## src/rtl/key_filter_multi.sv

```systemverilog
// Multi-channel active-low key conditioner: 2FF sync, per-channel debounce, press/release pulses.
// Define KEY_LONG_EN to add a per-channel one-shot long-press pulse on key_long.

module key_filter_lane #(
  parameter logic [19:0] CNT_MAX  = 20'd999_999,
  parameter logic [25:0] LONG_MAX = 26'd49_999_999
) (
  input  logic sys_clk,
  input  logic sys_rst_n,
  input  logic key_in,
  output logic key_state,
  output logic key_flag,
  output logic key_release,
  output logic key_long
);
  localparam int CW = $bits(CNT_MAX);
  localparam int LW = $bits(LONG_MAX);

  logic [1:0]    sync_r;
  logic          sync;
  logic          stab, stab_nxt;
  logic [CW-1:0] cnt, cnt_nxt;
  logic          fire;
  logic          flag_nxt, rel_nxt;

  always_ff @(posedge sys_clk or negedge sys_rst_n) begin
    if (!sys_rst_n) sync_r <= 2'b11;
    else            sync_r <= {sync_r[0], key_in};
  end
  assign sync = sync_r[1];

  // stab/cnt encode IDLE, PRESS_PEND, HELD, REL_PEND
  always_ff @(posedge sys_clk or negedge sys_rst_n) begin
    if (!sys_rst_n) begin
      stab <= 1'b1;
      cnt  <= '0;
    end else begin
      stab <= stab_nxt;
      cnt  <= cnt_nxt;
    end
  end

  // any sample equal to stab restarts the window
  always_comb begin
    stab_nxt = stab;
    cnt_nxt  = '0;
    fire     = 1'b0;
    if (sync != stab) begin
      if (cnt == CNT_MAX) begin
        stab_nxt = sync;
        fire     = 1'b1;
      end else begin
        cnt_nxt = cnt + CW'(1);
      end
    end
  end

  always_comb begin
    flag_nxt = fire & ~sync;
    rel_nxt  = fire &  sync;
  end

  always_ff @(posedge sys_clk or negedge sys_rst_n) begin
    if (!sys_rst_n) begin
      key_state   <= 1'b0;
      key_flag    <= 1'b0;
      key_release <= 1'b0;
    end else begin
      key_state   <= ~stab_nxt;
      key_flag    <= flag_nxt;
      key_release <= rel_nxt;
    end
  end

`ifdef KEY_LONG_EN
  logic [LW-1:0] lcnt;
  logic          ldone;

  // lcnt saturates at LONG_MAX; ldone makes the pulse one-shot per press
  always_ff @(posedge sys_clk or negedge sys_rst_n) begin
    if (!sys_rst_n) begin
      lcnt     <= '0;
      ldone    <= 1'b0;
      key_long <= 1'b0;
    end else if (stab || rel_nxt) begin
      lcnt     <= '0;
      ldone    <= 1'b0;
      key_long <= 1'b0;
    end else begin
      key_long <= 1'b0;
      if (lcnt != LONG_MAX) begin
        lcnt <= lcnt + LW'(1);
      end else if (!ldone) begin
        key_long <= 1'b1;
        ldone    <= 1'b1;
      end
    end
  end
`else
  logic [LW-1:0] unused_long;
  assign unused_long = LONG_MAX;
  assign key_long    = 1'b0;
`endif

endmodule

module key_filter_multi #(
  parameter int          KEY_NUM  = 4,
  parameter logic [19:0] CNT_MAX  = 20'd999_999,
  parameter logic [25:0] LONG_MAX = 26'd49_999_999
) (
  input  logic               sys_clk,
  input  logic               sys_rst_n,
  input  logic [KEY_NUM-1:0] key_in,
  output logic [KEY_NUM-1:0] key_state,
  output logic [KEY_NUM-1:0] key_flag,
  output logic [KEY_NUM-1:0] key_release,
  output logic [KEY_NUM-1:0] key_long
);

  key_filter_lane #(
    .CNT_MAX  (CNT_MAX),
    .LONG_MAX (LONG_MAX)
  ) u_lane [KEY_NUM-1:0] (
    .sys_clk     (sys_clk),
    .sys_rst_n   (sys_rst_n),
    .key_in      (key_in),
    .key_state   (key_state),
    .key_flag    (key_flag),
    .key_release (key_release),
    .key_long    (key_long)
  );

endmodule
```

## config.mk

```make
export PLATFORM = sky130hd
export DESIGN_NAME = key_filter_multi
export DESIGN_NICKNAME = d
export VERILOG_FILES = /design/src/rtl/key_filter_multi.sv
export SDC_FILE = /design/constraint.sdc
export NUM_CORES = 1
export LEC_CHECK = 0
export BUFFER_PORTS_ARGS = -buffer_cell sky130_fd_sc_hd__buf_2
export CAP_MARGIN = 15
export CORE_ASPECT_RATIO = 1.2
export CORE_MARGIN = 5
export CORE_UTILIZATION = 35
export DETAILED_ROUTE_END_ITERATION = 10
export GPL_TIMING_DRIVEN = 0
export HOLD_SLACK_MARGIN = 0.03
export PLACE_DENSITY = 0.59
export SLEW_MARGIN = 20
export SYNTH_ARGS = -nofsm -noshare
export SYNTH_HDL_FRONTEND = slang
export SYNTH_HIERARCHICAL = 1
export SYNTH_SLANG_ARGS = --single-unit
```

## constraint.sdc

```tcl
create_clock -name sys_clk -period 3.3 [get_ports sys_clk]
set_clock_uncertainty 0.2 [all_clocks]
set_input_delay 0.33 -clock sys_clk [delete_from_list [all_inputs] [get_ports sys_clk]]
set_output_delay 0.33 -clock sys_clk [all_outputs]
set_load 0.03 [all_outputs]
```

# After elaboration in Yosys (flattened, before gate mapping)
# Cells that the tools add are included.
[classes]
eq_ne = 8
n_addsub = 4
n_bitwise = 16
muxes = 24
[op_table]
columns = ["cell", "n"]
rows = [
  ["two-way mux 20 bit", 8],
  ["adder 20 x 1 -> 20 bit, second input constant", 4],
  ["== test 20 bit, second input constant", 4],
  ["two-way mux 1 bit", 16],
  ["AND 1 bit", 8],
  ["NOT 1 bit", 8],
  ["!= test 1 bit", 4],
]
[totals]
output_inout_bits = 16
input_bits = 6
reg_bits = 104
elab_cells = 76

# Depth between registers and ports, before layout
[depth]
depth_word = 4
depth_mapped = 6
mapped_depth_nobuf = 5

# By module
# The synthesis kept the hierarchy.
[by_module_without_submodules]
columns = ["module", "instances", "seq_area_each_um2", "area_per_inst_um2", "cells_each"]
rows = [
  ["key_filter_lane", 4, 654.4, 1223.7, 120],
]

# Worst setup path before layout
# OpenSTA, ideal clock, no wires.
[synth_timing]
path_kind = "flip-flop to flip-flop"
start = "reg u_lane[0].cnt[0]"
end = "reg u_lane[0].cnt[18]"
period_less_slack_ns = 2.180
path_buffers = 1
setup_time_ns = 0.073
t_required_ns = 3.027
arrival_time_ns = 1.907
path_stages_with_launch = 7
slack_ns = 1.120
cell_sequence = "dfrtp_1 -> ha_1 -> nand2_1 -> or4_1 -> buf_2 -> or4_4 -> a21oi_2"
[synth_between]
elab_chain_len = 3
elab_cells_between_ends = 4
classes_between = "add/sub (1); eq/ne (1); mux (2)"
[synth_rtl]
columns = ["element", "line", "text"]
rows = [
  ["start, declared", "22", "logic [CW-1:0] cnt, cnt_nxt;"],
  ["start signal, assigned", "39", "cnt <= cnt_nxt;"],
  ["adder 20 x 1 -> 20 bit or == test 20 bit (tied branches)", "53, 49", ""],
  ["two-way mux 20 bit (*)", "49", "if (cnt == CNT_MAX) begin"],
  ["two-way mux 20 bit (*)", "48", "if (sync != stab) begin"],
  ["net u_lane[0].cnt_nxt[18]", "22", ""],
]
# Mark *: on every way through the listed nets, which the timed path passes. The rest lies on a longest branch.

# Worst setup path in the final report
[layout_timing]
start = "reg u_lane[1].cnt[0]"
end = "reg u_lane[1].cnt[18]"
[layout_between]
elab_chain_len = 3
elab_cells_between_ends = 4
classes_between = "add/sub (1); eq/ne (1); mux (2)"
[layout_rtl]
columns = ["element", "line"]
rows = [
  ["start, declared", "22"],
  ["start signal, assigned", "39"],
  ["adder 20 x 1 -> 20 bit or == test 20 bit (tied branches)", "53, 49"],
  ["two-way mux 20 bit (*)", "49"],
  ["two-way mux 20 bit (*)", "48"],
  ["net u_lane[1].cnt_nxt[18]", "22"],
]
# Marks and branches as above.

==> out/qor.yml <==
placementRows: 47
finalCritPeriodShare_pct: 71.0
hold_viol_final: 0
clk_latency_ns: 0.34
slowest_stage: "or4_1"
path_cells: "ha_1, nand2_1, or4_1, buf_2, or4_4, a21oi_2"
die_w_um: 118
nFillCells: 1387
synth_top_family_by_area: "simple AND/OR/NAND/NOR gates"
grt.overflow.total: 0
crit_buf_inv: 1
path_clk_slew_ns: 0.07
period_minus_slack_ns: 2.34
clkPwrFrac_pct: 41.8
slew_violations: 0
crit_start: "u_lane[1]/cnt[0]"
syn_inst: 480
synth_adder_area_share_pct: 1.02
cts_buffer_depth: 2
grt.total_usage_pct: 11.4
coreArea_um2: 13800
fmax_mhz: 427
synth_fp_nets: 490
numClockSinks: 104
path_depth: 6
ys_types: 33
post-route-cell-area_um2: 5560
synth_simple_gate_area_share_pct: 23.0
cts_tree: "done"
syn_area_um2: 4890
cp_max_fo: 8
r2r_start: "u_lane[1]/cnt[0]"
slowest_delay_ns: 0.51
die_height_um: 140
worstSetupEndpointType: "flip-flop"
final_nets: 524
wl_um: 8820
outcome: "complete, no violations"
cp_top_family: "simple AND/OR/NAND/NOR gates"
drt_iter0_drc: 172
drv_cap: 0
yosys-top-cells-area: "dfrtp_1 47%, dfstp_2 6.4%, xnor2_1 4.3%"
port_buffers: 17
reg2reg_to: "u_lane[1]/cnt[18]"
cts_setup_buffers: 0
wl_per_cell_um: 12.8
crit_arrival_ns: 2.41
area_growth_pct: 13.7
cellLeakagePower_nw: 2.24
grt_max_degree: 75
synth_xor_area_share_pct: 7.87
antenna_found_initial: 0
setup_viol: 0
yosysTopAreaCellShare_pct: 47.0
share_seq_of_total_power_pct: 54.3
num_vias: 3490
setup.reg_to_reg.worst_slack_ns: 0.96
vdd_drop_max_mv: 0.214
die_area_um2: 16500
required_ns: 3.37
min_delay_worst_endpoint: "u_lane[2]/sync_r[1]"
regArea_um2: 2620
drive_gt1_share_pct: 20.8
ys_seq_area_share_pct: 53.5
switching_power_uw: 520
p_int_mw: 1.90
tns_ns: 0
switching_share_pct: 21.5
powerDensity_nw_per_um2: 435
startpoint_type: "flip-flop"
place_congestion: 0.766
rr_worst_depth: 6
rsz0062_at_grt: "no"
drc: 0
ys_warn_count: 6
start_util_pct: 35.6
hold_start: "u_lane[2]/sync_r[0]"
cts_buffers: 9
grt_pass1_wl_um: 15900
antenna_cells: 0
synth_seq_cells: 104
io_pins: 22
cts.htree.levels: 3
ant_nets: 0
root_buffer: "clkbuf_16"
first_pass_iters: 4
synth_compound_area_share_pct: 8.18
hold_path_depth: 0
combPwrFrac_pct: 3.9
final_common_cell: "dfrtp_1"
place_hpwl_um: 6080
hp-class: "flip-flop to flip-flop"
synth_area_per_cell_um2: 10.2
first_global_vias: 3518
final_cell_mix: "92 x dfrtp_1, 52 x nor2_1, 32 x buf_2, 32 x nand3_1, 28 x a21oi_1"
crit_type: "flip-flop to flip-flop"
synth.area.mux_share_pct: 1.74
vias_per_cell: 5.06
yosysTopAreaCell: "dfrtp_1"
place_area_um2: 5230
multiInputGateArea_um2: 2060
-- what timing repair did --
| item | in CTS | in global routing |
|---|---|---|
| endpoints found under the hold margin | 34 | 0 |
| hold buffers | 5 | 0 |
| gates resized for setup | 0 | 0 |
-- routing by layer --
metal / routed length (um) / global-route usage, %
met5: 0 / 0
met4: 171 / 5.19
met3: 182 / 2.03
met2: 4270 / 19.4
met1: 4200 / 14.1
-- cell families after synthesis --
group           Yosys count
flops                   104
fa+ha+maj                 4
simple gates            200
compound gates           68
xor+xnor                 44
mux                       8
buf+inv                  48
other cells               4
-- state kept, by name, indices dropped and copies added (netlist names) --
signal              count
u_lane/key_release      4
u_lane/key_state        4
u_lane/sync_r           8
u_lane/key_flag         4
u_lane/stab             4
u_lane/cnt             80
-- cells in the mapped netlist --
library cell	n
dfrtp_1	92
nor2_1	52
nand3_1	32
a21oi_1	28
inv_1	24
or4_1	24
xnor2_1	24
nand2_1	20
o21ai_0	20
xor2_1	20
buf_2	16
dfstp_2	12
o31ai_1	12
or3_2	12
nand4_1	8
nor3_1	8
nor3b_1	8
or3_1	8
a21oi_2	4
a31o_2	4
and2_1	4
and3_2	4
buf_4	4
clkbuf_1	4
conb_1	4
ha_1	4
mux2_2	4
mux2i_1	4
nand3_2	4
nor4_1	4
or2_2	4
or4_2	4
or4_4	4
-- worst max-delay path by stage --
stage / end / slack, ns
floorplan: u_lane[0]/cnt[18] / 1.12
global placement: u_lane[2]/cnt[4] / 0.55
detailed placement: u_lane[1]/cnt[18] / 0.95
CTS: u_lane[1]/cnt[18] / 0.95
global route: u_lane[0]/cnt[18] / 0.81
finish: u_lane[1]/cnt[18] / 0.96
-- power by group through the flow --
stage	Combinational [mW]	Sequential, mW	Clock (mW)
after floorplan	0.0483	1.33	0
after global placement	0.0863	1.34	0
after detailed placement	0.0925	1.34	0
after CTS	0.0976	1.32	1.06
after global routing	0.110	1.32	1.11
final	0.0934	1.32	1.01
-- layout make-up --
type,instances,area share (%)
clock inverters,2,0.225
repair buffers,23,3.04
flip-flops and latches,104,47.0
well taps,171,3.85
multi-input cells,328,37.1
clock buffers,14,4.92
plain buffers,24,2.25
inverters,24,1.62
-- stage by stage --
stage                     hold slack [ns]  power [mW]  utilization (%)  setup slack, ns  std cells
after floorplan                    -0.166        1.38                -             1.12        480
after global placement              0.147        1.42             37.7            0.549        668
after detailed placement           0.0344        1.43             38.0            0.954        669
after CTS                           0.157        2.47             40.4            0.950        690
after global routing                0.158        2.54             40.4            0.812        690
final                               0.157        2.42             40.4            0.957        690
Note: power is estimated with default switching activity, not from simulation.
